**config.mk**
```make
export PLATFORM = sky130hd
export DESIGN_NAME = fwd_hazard_ctrl_flat
export DESIGN_NICKNAME = d
export VERILOG_FILES = /design/src/rtl/fwd_hazard_ctrl_pkg.sv /design/src/rtl/fwd_hazard_ctrl_if.sv /design/src/rtl/fwd_hazard_ctrl_fwd_sel_prio.sv /design/src/rtl/fwd_hazard_ctrl.sv /design/src/flat_wrapper.sv
export SDC_FILE = /design/constraint.sdc
export NUM_CORES = 1
export LEC_CHECK = 0
export CORE_UTILIZATION = 50
export DETAILED_ROUTE_END_ITERATION = 6
export DONT_BUFFER_PORTS = 1
export PLACE_DENSITY = 0.74
export SLEW_MARGIN = 5
export SYNTH_ARGS = -nofsm -noshare
export SYNTH_HDL_FRONTEND = slang
export SYNTH_SLANG_ARGS = --single-unit
```
**constraint.sdc**
```tcl
create_clock -name clk -period 2.05 [get_ports clk]
set_input_delay 0.3075 -clock clk [delete_from_list [all_inputs] [get_ports clk]]
set_output_delay 0.3075 -clock clk [all_outputs]
set_load 0.01 [all_outputs]
```
**src/rtl/fwd_hazard_ctrl_pkg.sv**
```systemverilog
// Shared constants for the operand-fetch forwarding/hazard control block.
package fwd_hazard_ctrl_pkg;

  localparam int REG_AW = 5;

  localparam logic [1:0] SEL_RF = 2'b00;
  localparam logic [1:0] SEL_EX = 2'b01;
  localparam logic [1:0] SEL_DM = 2'b10;
  localparam logic [1:0] SEL_WB = 2'b11;

endpackage

```
**src/rtl/fwd_hazard_ctrl_if.sv**
```systemverilog
// Decode-side bus between the instruction decoder / register bank and fwd_hazard_ctrl.
interface fwd_hazard_ctrl_if #(
  parameter int REG_AW = fwd_hazard_ctrl_pkg::REG_AW
);
  logic              id_valid;
  logic [REG_AW-1:0] RA;
  logic [REG_AW-1:0] RB;
  logic [REG_AW-1:0] RW;
  logic              use_A;
  logic              use_B;
  logic              use_imm;
  logic              reg_wr;
  logic              is_load;
  logic              flush;

  logic [1:0]        mux_sel_A;
  logic [1:0]        mux_sel_B;
  logic              imm_sel;
  logic              stall;
  logic [REG_AW-1:0] RW_ex;
  logic [REG_AW-1:0] RW_dm;
  logic [REG_AW-1:0] RW_wb;
  logic              wr_wb;

  modport master (
    output id_valid, RA, RB, RW, use_A, use_B, use_imm, reg_wr, is_load, flush,
    input  mux_sel_A, mux_sel_B, imm_sel, stall, RW_ex, RW_dm, RW_wb, wr_wb
  );

  modport slave (
    input  id_valid, RA, RB, RW, use_A, use_B, use_imm, reg_wr, is_load, flush,
    output mux_sel_A, mux_sel_B, imm_sel, stall, RW_ex, RW_dm, RW_wb, wr_wb
  );
endinterface

```
**src/rtl/fwd_hazard_ctrl_fwd_sel_prio.sv**
```systemverilog
// Per-operand hit detection against EX/DM/WB tags; youngest producer wins.
module fwd_sel_prio #(
  parameter int REG_AW = fwd_hazard_ctrl_pkg::REG_AW,
  parameter bit FWD_R0 = 1'b0
) (
  input  logic [REG_AW-1:0] i_src,
  input  logic              i_use,
  input  logic              i_v_ex,
  input  logic              i_wr_ex,
  input  logic [REG_AW-1:0] i_rw_ex,
  input  logic              i_v_dm,
  input  logic              i_wr_dm,
  input  logic [REG_AW-1:0] i_rw_dm,
  input  logic              i_v_wb,
  input  logic              i_wr_wb,
  input  logic [REG_AW-1:0] i_rw_wb,
  output logic [1:0]        o_sel,
  output logic              o_hit_ex
);
  import fwd_hazard_ctrl_pkg::*;

  logic w_fwd_ok;
  logic w_hit_ex;
  logic w_hit_dm;
  logic w_hit_wb;

  // R0 is hardwired zero unless forwarding of it is explicitly enabled
  assign w_fwd_ok = (i_src != '0) | FWD_R0;
  assign w_hit_ex = i_v_ex & i_wr_ex & (i_rw_ex == i_src) & w_fwd_ok;
  assign w_hit_dm = i_v_dm & i_wr_dm & (i_rw_dm == i_src) & w_fwd_ok;
  assign w_hit_wb = i_v_wb & i_wr_wb & (i_rw_wb == i_src) & w_fwd_ok;

  always_comb begin
    o_sel = SEL_RF;
    if (i_use) begin
      if (w_hit_ex)      o_sel = SEL_EX;
      else if (w_hit_dm) o_sel = SEL_DM;
      else if (w_hit_wb) o_sel = SEL_WB;
    end
  end

  assign o_hit_ex = w_hit_ex;

endmodule

```
**src/rtl/fwd_hazard_ctrl.sv**
```systemverilog
// Destination-tag pipeline (EX/DM/WB), operand forwarding select and load-use stall.
module fwd_hazard_ctrl #(
  parameter int REG_AW = fwd_hazard_ctrl_pkg::REG_AW,
  parameter bit FWD_R0 = 1'b0
) (
  input  logic             clk,
  input  logic             rst_n,
  fwd_hazard_ctrl_if.slave bus
);
  import fwd_hazard_ctrl_pkg::*;

  logic              r_v_ex, r_wr_ex, r_ld_ex;
  logic              r_v_dm, r_wr_dm, r_ld_dm;
  logic              r_v_wb, r_wr_wb, r_ld_wb;
  logic [REG_AW-1:0] r_rw_ex, r_rw_dm, r_rw_wb;

  logic [1:0]        w_sel_A, w_sel_B;
  logic              w_hit_ex_A, w_hit_ex_B;
  logic              w_stall;
  logic              w_issue;

  fwd_sel_prio #(.REG_AW(REG_AW), .FWD_R0(FWD_R0)) u_sel_a (
    .i_src   (bus.RA),
    .i_use   (bus.use_A),
    .i_v_ex  (r_v_ex), .i_wr_ex (r_wr_ex), .i_rw_ex (r_rw_ex),
    .i_v_dm  (r_v_dm), .i_wr_dm (r_wr_dm), .i_rw_dm (r_rw_dm),
    .i_v_wb  (r_v_wb), .i_wr_wb (r_wr_wb), .i_rw_wb (r_rw_wb),
    .o_sel   (w_sel_A),
    .o_hit_ex(w_hit_ex_A)
  );

  fwd_sel_prio #(.REG_AW(REG_AW), .FWD_R0(FWD_R0)) u_sel_b (
    .i_src   (bus.RB),
    .i_use   (bus.use_B),
    .i_v_ex  (r_v_ex), .i_wr_ex (r_wr_ex), .i_rw_ex (r_rw_ex),
    .i_v_dm  (r_v_dm), .i_wr_dm (r_wr_dm), .i_rw_dm (r_rw_dm),
    .i_v_wb  (r_v_wb), .i_wr_wb (r_wr_wb), .i_rw_wb (r_rw_wb),
    .o_sel   (w_sel_B),
    .o_hit_ex(w_hit_ex_B)
  );

  // Only a load still in EX stalls; from DM onward its result is forwardable
  assign w_stall = bus.id_valid & ~bus.flush & r_ld_ex &
                   ((bus.use_A & w_hit_ex_A) | (bus.use_B & w_hit_ex_B));
  assign w_issue = bus.id_valid & ~w_stall & ~bus.flush;

  always_ff @(posedge clk or negedge rst_n) begin
    if (!rst_n) begin
      r_v_ex  <= 1'b0; r_wr_ex <= 1'b0; r_ld_ex <= 1'b0; r_rw_ex <= '0;
      r_v_dm  <= 1'b0; r_wr_dm <= 1'b0; r_ld_dm <= 1'b0; r_rw_dm <= '0;
      r_v_wb  <= 1'b0; r_wr_wb <= 1'b0; r_ld_wb <= 1'b0; r_rw_wb <= '0;
    end else begin
      r_v_ex  <= w_issue;
      r_wr_ex <= w_issue & bus.reg_wr;
      r_ld_ex <= w_issue & bus.is_load;
      r_rw_ex <= w_issue ? bus.RW : '0;
      r_v_dm  <= r_v_ex;  r_wr_dm <= r_wr_ex; r_ld_dm <= r_ld_ex; r_rw_dm <= r_rw_ex;
      r_v_wb  <= r_v_dm;  r_wr_wb <= r_wr_dm; r_ld_wb <= r_ld_dm; r_rw_wb <= r_rw_dm;
    end
  end

  assign bus.mux_sel_A = w_sel_A;
  assign bus.mux_sel_B = w_sel_B;
  assign bus.imm_sel   = bus.use_imm;
  assign bus.stall     = w_stall;
  assign bus.RW_ex     = r_rw_ex;
  assign bus.RW_dm     = r_rw_dm;
  assign bus.RW_wb     = r_rw_wb;
  assign bus.wr_wb     = r_v_wb & r_wr_wb;

  logic w_unused;
  assign w_unused = r_ld_wb;

endmodule

```
**src/flat_wrapper.sv**
```systemverilog
// flat-port wrapper written by rule: the top's interface ports become plain ports
module fwd_hazard_ctrl_flat import fwd_hazard_ctrl_pkg::*;
#(
  parameter int REG_AW = fwd_hazard_ctrl_pkg::REG_AW,
  parameter bit FWD_R0 = 1'b0
)
  (clk, rst_n, bus_id_valid, bus_RA, bus_RB, bus_RW, bus_use_A, bus_use_B, bus_use_imm, bus_reg_wr, bus_is_load, bus_flush, bus_mux_sel_A, bus_mux_sel_B, bus_imm_sel, bus_stall, bus_RW_ex, bus_RW_dm, bus_RW_wb, bus_wr_wb);
  fwd_hazard_ctrl_if #(.REG_AW(REG_AW)) bus_i ();
  input  logic clk;
  input  logic rst_n;
  input wire logic [$bits(bus_i.id_valid)-1:0] bus_id_valid;
  input wire logic [$bits(bus_i.RA)-1:0] bus_RA;
  input wire logic [$bits(bus_i.RB)-1:0] bus_RB;
  input wire logic [$bits(bus_i.RW)-1:0] bus_RW;
  input wire logic [$bits(bus_i.use_A)-1:0] bus_use_A;
  input wire logic [$bits(bus_i.use_B)-1:0] bus_use_B;
  input wire logic [$bits(bus_i.use_imm)-1:0] bus_use_imm;
  input wire logic [$bits(bus_i.reg_wr)-1:0] bus_reg_wr;
  input wire logic [$bits(bus_i.is_load)-1:0] bus_is_load;
  input wire logic [$bits(bus_i.flush)-1:0] bus_flush;
  output wire logic [$bits(bus_i.mux_sel_A)-1:0] bus_mux_sel_A;
  output wire logic [$bits(bus_i.mux_sel_B)-1:0] bus_mux_sel_B;
  output wire logic [$bits(bus_i.imm_sel)-1:0] bus_imm_sel;
  output wire logic [$bits(bus_i.stall)-1:0] bus_stall;
  output wire logic [$bits(bus_i.RW_ex)-1:0] bus_RW_ex;
  output wire logic [$bits(bus_i.RW_dm)-1:0] bus_RW_dm;
  output wire logic [$bits(bus_i.RW_wb)-1:0] bus_RW_wb;
  output wire logic [$bits(bus_i.wr_wb)-1:0] bus_wr_wb;
  assign bus_i.id_valid = bus_id_valid;
  assign bus_i.RA = bus_RA;
  assign bus_i.RB = bus_RB;
  assign bus_i.RW = bus_RW;
  assign bus_i.use_A = bus_use_A;
  assign bus_i.use_B = bus_use_B;
  assign bus_i.use_imm = bus_use_imm;
  assign bus_i.reg_wr = bus_reg_wr;
  assign bus_i.is_load = bus_is_load;
  assign bus_i.flush = bus_flush;
  assign bus_mux_sel_A = bus_i.mux_sel_A;
  assign bus_mux_sel_B = bus_i.mux_sel_B;
  assign bus_imm_sel = bus_i.imm_sel;
  assign bus_stall = bus_i.stall;
  assign bus_RW_ex = bus_i.RW_ex;
  assign bus_RW_dm = bus_i.RW_dm;
  assign bus_RW_wb = bus_i.RW_wb;
  assign bus_wr_wb = bus_i.wr_wb;
  fwd_hazard_ctrl #(.REG_AW(REG_AW), .FWD_R0(FWD_R0)) u_core (.clk(clk), .rst_n(rst_n), .bus(bus_i));
endmodule
```
**After elaboration in Yosys (flattened, before gate mapping)**

Index checks and enable logic that the tools add are counted.

- Reductions and logical operators: 2
- Bitwise gates (word level): 27
- Mux-type cells: 9
- Equal/unequal tests: 6

Operators by type and width:

| operator | count |
|---|---|
| 5-bit equality test | 6 |
| 1-bit bitwise AND | 24 |
| 2-bit two-way mux | 8 |
| 5-bit nonzero test | 2 |
| 5-bit two-way mux | 1 |
| 1-bit inverter | 2 |
| 1-bit bitwise OR | 1 |

- Bits of input ports: 24
- Flip-flop bits (word level): 22
- Word-level logic and storage cells: 54

**Logic depth before layout (Yosys ltp)**

Gate-level depths: netlist (run 1).

- Depth after elaboration: 10
- Gate-level depth with buffers: 5

**Cells and area by module**

From an unflattened synthesis (run 1), not the netlist that was laid out.

- Cell total of the unflattened synthesis: 113
- Area total of the unflattened synthesis: 1202.4 um^2

By module, submodules not included:

| module | instances | area each (um^2) | cells an instance |
|---|---|---|---|
| fwd_hazard_ctrl | 1 | 729.4 | 45 |
| fwd_sel_prio | 2 | 236.5 | 34 |

**Worst setup path before layout (run 1)**

No wires, ideal clock.

- Kind: register -> output
- Start: reg u_core.r_rw_ex[1], in the netlist u_core.bus.RW_ex[1]
- End: out bus_stall
- Data arrival time: 1.473 ns
- Stages on the path, launching flop included: 6
- Data required time: 1.742 ns
- Slack: 0.270 ns
- Cell sequence: dfrtp_1 xor2_1 nor4_1 nand4_1 o2bb2a_4 nor2b_1

- Cells in the longest elaborated chain, start to end: 6
- Elaborated cells between the ends (all ways): 10

RTL lines:

| what | RTL line | text |
|---|---|---|
| start, declared | fwd_hazard_ctrl.sv:15 | `logic [REG_AW-1:0] r_rw_ex, r_rw_dm, r_rw_wb;` |
| start signal, assigned | fwd_hazard_ctrl.sv:56 | `r_rw_ex <= w_issue ? bus.RW : '0;` |
| 5-bit equality test | fwd_hazard_ctrl_fwd_sel_prio.sv:29 | `assign w_hit_ex = i_v_ex & i_wr_ex & (i_rw_ex == i_src) & w_fwd_ok;` |
| 1-bit bitwise AND (2 in series) | fwd_hazard_ctrl_fwd_sel_prio.sv:29 |  |
| 1-bit bitwise AND | fwd_hazard_ctrl.sv:44 | `((bus.use_A & w_hit_ex_A) \| (bus.use_B & w_hit_ex_B));` |
| 1-bit bitwise OR (*) | fwd_hazard_ctrl.sv:44 |  |
| 1-bit bitwise AND (*) | fwd_hazard_ctrl.sv:43 | `assign w_stall = bus.id_valid & ~bus.flush & r_ld_ex &` |
| end, declared | flat_wrapper.sv:24 | `output wire logic [$bits(bus_i.stall)-1:0] bus_stall;` |

Mark *: on every way between the ends. The rest lies on a longest branch, timed or not.

**Worst setup path in the final report (run 1)**

- Start: reg u_core.r_rw_ex[1], in the netlist u_core.bus.RW_ex[1]
- End: out bus_mux_sel_B[0]

- Cells in the longest elaborated chain, start to end: 5

RTL lines:

| what | RTL line | text |
|---|---|---|
| 5-bit equality test | fwd_hazard_ctrl_fwd_sel_prio.sv:29 |  |
| 1-bit bitwise AND (2 in series) | fwd_hazard_ctrl_fwd_sel_prio.sv:29 |  |
| 2-bit two-way mux | fwd_hazard_ctrl_fwd_sel_prio.sv:36 | `if (w_hit_ex) o_sel = SEL_EX;` |
| 2-bit two-way mux | fwd_hazard_ctrl_fwd_sel_prio.sv:35 | `if (i_use) begin` |
| end, declared | flat_wrapper.sv:22 | `output wire logic [$bits(bus_i.mux_sel_B)-1:0] bus_mux_sel_B;` |

Every way passes these cells.

==> results of run 1 <==
==> power by group <==
part	leakage [uW]	total, uW	switching (uW)	internal [uW]
Combinational	0.000217	77.6	36.6	40.9
Sequential	0.000287	476	24.6	452
Clock	0.0000279	322	124	198
==> stage by stage <==
| step | std cells | hold slack (ns) | worst slack (ns) | instance area [um^2] |
|---|---|---|---|---|
| 2_1_floorplan | 97 | 0.0119 | 0.270 | 1100 |
| 3_3_place_gp | 123 | 0.0125 | 0.171 | 1130 |
| 3_5_place_dp | 123 | 0.0124 | 0.141 | 1130 |
| 4_1_cts | 130 | 0.136 | -0.0533 | 1240 |
| 5_1_grt | 130 | 0.128 | -0.141 | 1270 |
| 6_report | 130 | 0.142 | -0.0375 | 1270 |
==> cell families after synthesis <==
kind of cell	after synthesis	share of synthesized area, %
XOR/XNOR	28	22.3
buffers and inverters	4	1.70
AO/OA/AOI/OAI	6	5.68
flip-flops	22	50.0
AND/OR/NAND/NOR	37	20.3
==> critical path, stage by stage, from the launching register on <==
cell and delay, ns:
dfrtp_2 0.48, xor2_2 0.17, nor4_2 0.25, nand4_1 0.18, buf_4 0.18, o21ai_2 0.05
and2_4 0.16
==> per-layer routing <==
metal	track usage (%)	part of all wire, %
met3	4.98	10
met4	6.37	0.81
met2	33.6	48
met5	0	0
met1	25.7	41
==> state kept, by name, summed over array words and instances (netlist names) <==
name,count
u_core.r_wr_wb,1
u_core.r_wr_dm,1
u_core.r_wr_ex,1
u_core.bus.RW_dm,5
u_core.r_v_ex,1
u_core.r_v_dm,1
u_core.r_ld_ex,1
u_core.bus.RW_ex,5
u_core.r_v_wb,1
u_core.bus.RW_wb,5
==> cells in the mapped netlist, drive strengths merged (3+ instances only) <==
library cell	instances
nor2b	3
nor2	4
nand2	5
and3	7
nand4	6
nor4	4
xor2	9
dfrtp	22
xnor2	19
and2	3
inv	3
==> layout make-up <==
| class | instances | area share, % |
|---|---|---|
| Tap cell | 27 | 2.66 |
| Timing Repair Buffer | 3 | 1.97 |
| Sequential cell | 22 | 43.8 |
| Clock buffer | 3 | 1.77 |
| Multi-Input combinational cell | 71 | 46.6 |
| Clock inverter | 1 | 2.36 |
| Inverter | 3 | 0.886 |
==> final timing paths <==
kind / from / endpoint / slack (ns) / cells after the start
worst min register to register: u_core.r_wr_ex$_DFF_PN0_ / u_core.r_wr_dm$_DFF_PN0_ / 0.39 / 0
worst max-delay path: u_core.bus.RW_ex[1]$_DFF_PN0_ / bus_mux_sel_B[0] / -0.04 / 6
worst max register to register: u_core.bus.RW_ex[1]$_DFF_PN0_ / u_core.bus.RW_ex[1]$_DFF_PN0_ / 0.31 / 6
min in group asynchronous: rst_n / u_core.r_v_wb$_DFF_PN0_ / 0.58 / 1
max in group asynchronous: rst_n / u_core.bus.RW_ex[3]$_DFF_PN0_ / 0.83 / 1
worst min-delay path: bus_RW[2] / u_core.bus.RW_ex[2]$_DFF_PN0_ / 0.14 / 1
==> timing repair <==
item / in CTS / in global routing
hold endpoints to repair: 22 / 0
resized for setup: 11 / 6
hold buffers: 1 / 0
buffers inserted: 2 / 0
pin swaps: 5 / 4
endpoints found under the setup margin: 3 / 5
==> cells in the final DEF, fill, tap and decap left out <==
cell type and instances:
nand4_1 6, nor4_2 3, buf_4 2, inv_1 3
nor4_4 1, o21ai_2 1, clkbuf_4 3, o2bb2a_4 1
o211a_1 1, xnor2_1 19, nor4b_2 1, dfrtp_2 5
nor2b_4 1, nand2_1 5, nor2b_1 2, nor3_1 1
o21a_1 1, xor2_2 1, a221oi_1 1, dfrtp_1 17
and2_1 2, dlygate4sd3_1 1, nor3b_2 1, nor2_2 1
nor2_1 3, and2_4 1, or4_1 1, and3_1 7
xor2_1 8, and4_1 1, o221a_2 1, bufinv_16 1
==> summary.txt, run 1 <==
Worst setup path
  • Worst Path Required: 1.74 ns
  • Crit end category: output pin
  • Crit path DAT: 1.78 ns
  • CP startpoint kind: register
  • CP Class: register to output pin
  • CP Max Fanout: 4

Global routing
  • Grt ovf: 0
  • Initial antenna violation count: 0
  • Pin count of the biggest net entering global routing: 23
  • First-pass GRT wire length: 3610 um
  • Tot GR Track Use: 20.1%
  • Vias in the first global route: 762

Yosys
  • Synth Warn #: 0
  • Largest cells by area after synthesis: dfrtp_1 (50%), xnor2_1 (15%), xor2_1 (7.2%), and3_1 (4.0%), nand4_1 (3.4%)
  • Largest area contributor in the netlist: dfrtp_1
  • Syn Inst Count: 97
  • Top cell type's share of synthesized area: 50.0%
  • Sequential area share after synthesis: 50.0%
  • Mean post-synth cell area: 11.4 um^2
  • Synth async-reset ratio: 100%
  • Post-synth cell types: 25
  • Primary FF master, synth: dfrtp_1
  • Syn Nets: 121
  • Flops & latches, synth: 22
  • Post-synth EDFFs: 0
  • Cell Area, Synth: 1100 um^2

Die
  • Initial core utilization: 54.5%
  • Chip Height: 48.9 um
  • Die outline width: 48.9 um
  • I/O pins: 46
  • # rows: 16
  • Die area: 2390 um^2
  • Core box area: 2020 um^2

Power
  • Total power: 876 uW
  • Maximum vdd ir drop: 0.691 mV
  • Leak: 0.000531 uW
  • Power per cell area: 689 nW/um^2

STA
  • Setup violators final: 3
  • Setup ws final: -0.0375 ns
  • Fmax: 479 MHz
  • Clk_skew: 0.00192 ns
  • Hold Fails Final Rpt: 0
  • Sum Neg Setup Slack: -0.0702 ns
  • Least-Margin Pin Slew: 0.944 ns
  • Final Cycle Share: 102%
  • Relative max-transition margin: 36.8%
  • Final slew viol count: 0
  • Period minus WS final: 2.09 ns
  • Unrepaired setup endpoints after global routing: true

Route
  • Via count: 749
  • WL final: 2240 um
  • Drc violations: 0
  • Antenna viol nets, final: 0
  • Initial DRT Pass Iterations: 4
  • Vias per Instance: 5.76
  • DRT iter0 DRCs: 17
  • DR WL/cell: 17.2 um

Cells and area
  • FILL cells: 156
  • Layout cells sized above 1: 23.3%
  • Multi-input gate area: 592 um^2
  • Synthesis-to-finish area growth: 15.5%
  • Final net count: 128
  • FF+latch area: 557 um^2
  • Layout Utilization: 62.9%
  • N_diodes: 0

Run
  • Max Cap Viol: 0

Placement
  • Routability cong.: 0.912
  • HPWL after DPL: 1720 um
  • I/O Buffers: 0

Hold path
  • Hold Path Class: input port to register

CTS
  • Clock Latency Late Sink: 0.30 ns
  • Root buf cell: clkbuf_4
  • Reg clk slew, reported paths: 0.11 ns
  • Clk sinks: 22
  • Clock buffer count from CTS: 3
  • CTS Buffer Depth: 2
  • CTS H-Tree Depth: 1
  • CTS tree: yes

Status
  • Failing checks: negative setup slack
  • Status: complete, but fails checks
Power figures use the tool's default switching activity.
==> inputs of run 2 (changes only) <==
CTS_BUF_LIST = sky130_fd_sc_hd__clkbuf_8   (was default)
==> run 2 against run 1 <==
The flow still finishes with violations (negative setup slack). Critical path type unchanged. Power increased by 7.5%. Critical endpoint unchanged. Non-clock buffer count down 1. Clock skew is 0.00056 ns higher. Combinational power shrank 3.1%. Largest cell class unchanged. Flip-flop and latch count unchanged. Highest routed layer is now met3.
==> summary.txt, run 2 (synthesized netlist as in run 1, its figures left out) <==
Die
  • Die area: 2390 um^2 (unchanged)
  • Die outline width: 48.9 um (unchanged)
  • Initial core utilization: 54.5% (unchanged)
  • Core box area: 2020 um^2 (unchanged)
  • I/O pins: 46 (unchanged)
  • # rows: 16 (unchanged)
  • Chip Height: 48.9 um (unchanged)

STA
  • Hold Fails Final Rpt: 0 (unchanged)
  • Fmax: 486 MHz (+1.4%)
  • Setup ws final: -0.00833 ns (+0.0292 ns)
  • Least-Margin Pin Slew: 0.937 ns (-0.00731 ns)
  • Final Cycle Share: 100% (-1.4 points)
  • Setup violators final: 1 (-2)
  • Unrepaired setup endpoints after global routing: true
  • Period minus WS final: 2.06 ns (-0.0292 ns)
  • Clk_skew: 0.00248 ns (+0.000557 ns)
  • Relative max-transition margin: 37.3% (+0.49 points)
  • Sum Neg Setup Slack: -0.00833 ns (+0.0618 ns)
  • Final slew viol count: 0 (unchanged)

Route
  • Vias per Instance: 5.70 (-1.1%)
  • DR WL/cell: 17.0 um (-1.3%)
  • Drc violations: 0 (unchanged)
  • Via count: 735 (-1.9%)
  • Antenna viol nets, final: 0 (unchanged)
  • DRT iter0 DRCs: 13 (-4)
  • WL final: 2190 um (-2.1%)
  • Initial DRT Pass Iterations: 4 (unchanged)

Power
  • Maximum vdd ir drop: 0.597 mV (-14%)
  • Leak: 0.000534 uW (+0.59%)
  • Power per cell area: 748 nW/um^2 (+8.6%)

Hold path
  • WHS Path Cells: 1 (unchanged)
  • Hold Path Class: input port to register

Cells and area
  • Synthesis-to-finish area growth: 14.3%
  • Final net count: 127 (-0.78%)
  • Multi-input gate area: 571 um^2 (-3.6%)
  • Commonest cells after routing, fill and taps aside: xnor2_1 (19), dfrtp_1 (19), xor2_1 (8)
  • N_diodes: 0 (unchanged)
  • FF+latch area: 554 um^2 (-0.45%)
  • Non-filler cells, final: 129 (-0.77%)
  • Layout cells sized above 1: 17.6% (-5.7 points)
  • FILL cells: 153 (-1.9%)

CTS
  • CTS H-Tree Depth: 1 (unchanged)
  • CTS Buffer Depth: 2 (unchanged)
  • CTS tree: yes
  • Clock buffer count from CTS: 3 (unchanged)
  • Clk sinks: 22 (unchanged)
  • Root buf cell: clkbuf_8
  • Reg clk slew, reported paths: 0.08 ns (-0.03 ns)
  • Clock Latency Late Sink: 0.26 ns (-0.04 ns)

Worst setup path
  • Worst Path Required: 1.74 ns (about the same)
  • Flop2flop setup slack: 0.29 ns (-0.02 ns)
  • CP Class: register to output pin
  • R2R depth: 6 (unchanged)
  • CP startpoint kind: register
  • Crit path DAT: 1.75 ns (-0.03 ns)
  • CP Max Fanout: 4 (unchanged)
  • Crit end category: output pin

Global routing
  • Vias in the first global route: 761 (-0.13%)
  • Pin count of the biggest net entering global routing: 23 (unchanged)
  • First-pass GRT wire length: 3570 um (-0.94%)
  • Grt ovf: 0 (unchanged)
  • Tot GR Track Use: 20.1% (-0.067 points)
  • Initial antenna violation count: 0 (unchanged)

Status
  • Failing checks: negative setup slack
  • Status: complete, but fails checks

Placement
  • I/O Buffers: 0 (unchanged)
  • HPWL after DPL: 1720 um (unchanged)
  • Placed Cells: 123 (unchanged)
  • Pre-CTS setup slack: 0.141 ns (unchanged)
  • Routability cong.: 0.912 (unchanged)

Run
  • Max Cap Viol: 0 (unchanged)
-- run 2: critical path: stages, from the launching register on --
cell and delay, ns:
dfrtp_1 0.48, xnor2_1 0.22, nand4_1 0.15, nor4b_2 0.31, o21ai_0 0.14, and2_1 0.20
-- run 2: path summary, 6_finish.rpt --
path	from	end
max	u_core.bus.RW_dm[1]$_DFF_PN0_	bus_mux_sel_B[0]
min	bus_RW[2]	u_core.bus.RW_ex[2]$_DFF_PN0_
max reg2reg	u_core.bus.RW_ex[2]$_DFF_PN0_	u_core.bus.RW_ex[3]$_DFF_PN0_
min reg2reg	u_core.r_wr_ex$_DFF_PN0_	u_core.r_wr_dm$_DFF_PN0_
max in group asynchronous	rst_n	u_core.bus.RW_ex[3]$_DFF_PN0_
min in group asynchronous	rst_n	u_core.r_v_wb$_DFF_PN0_
-- run 2: per-layer routing --
metal / global-route usage, % / up-vias / wire length (um)
met5: 0 / - / 0
met4: 6.37 / 0 / 0
met3: 6.85 / 0 / 210
met2: 32.2 / 42 / 1050
met1: 25.5 / 346 / 926
li1: - / 347 / -
-- run 2: final cells by class --
cell class | count | share of cell area, %
Clock buffer | 3 | 3.28
Clock inverter | 1 | 2.39
Tap cell | 27 | 2.68
Inverter | 3 | 0.895
Multi-Input combinational cell | 71 | 45.3
Timing Repair Buffer | 2 | 1.39
Sequential cell | 22 | 44.0
-- run 2: what timing repair did --
action                                  in CTS  in global routing
hold endpoints to repair                    22                  0
buffers inserted                             1                  0
endpoints found under the setup margin       2                  4
hold buffers                                 1                  0
gates resized for setup                      6                  4
gates cloned                                 0                  0
pin swaps                                    4                  1
-- run 2: where the power goes --
group          switching [uW]  internal (uW)  total, uW
Sequential               24.6            451        476
Clock                     130            260        391
Combinational            34.4           40.7       75.2
Total                     189            752        942
-- run 2: through the flow --
step           hold WS (ns)  cell area [um^2]  total power [uW]  util [%]
2_1_floorplan        0.0119              1100               536         -
3_3_place_gp         0.0125              1130               543      55.8
3_5_place_dp         0.0124              1130               546      55.8
4_1_cts               0.193              1230               944      61.0
5_1_grt               0.184              1260               981      62.3
6_report              0.197              1260               942      62.3
==> inputs of run 3 (changes only) <==
CAP_MARGIN = 20   (was default)
==> results of run 3 <==
The final DEF is identical to that of run 2; final timing and power are the same.
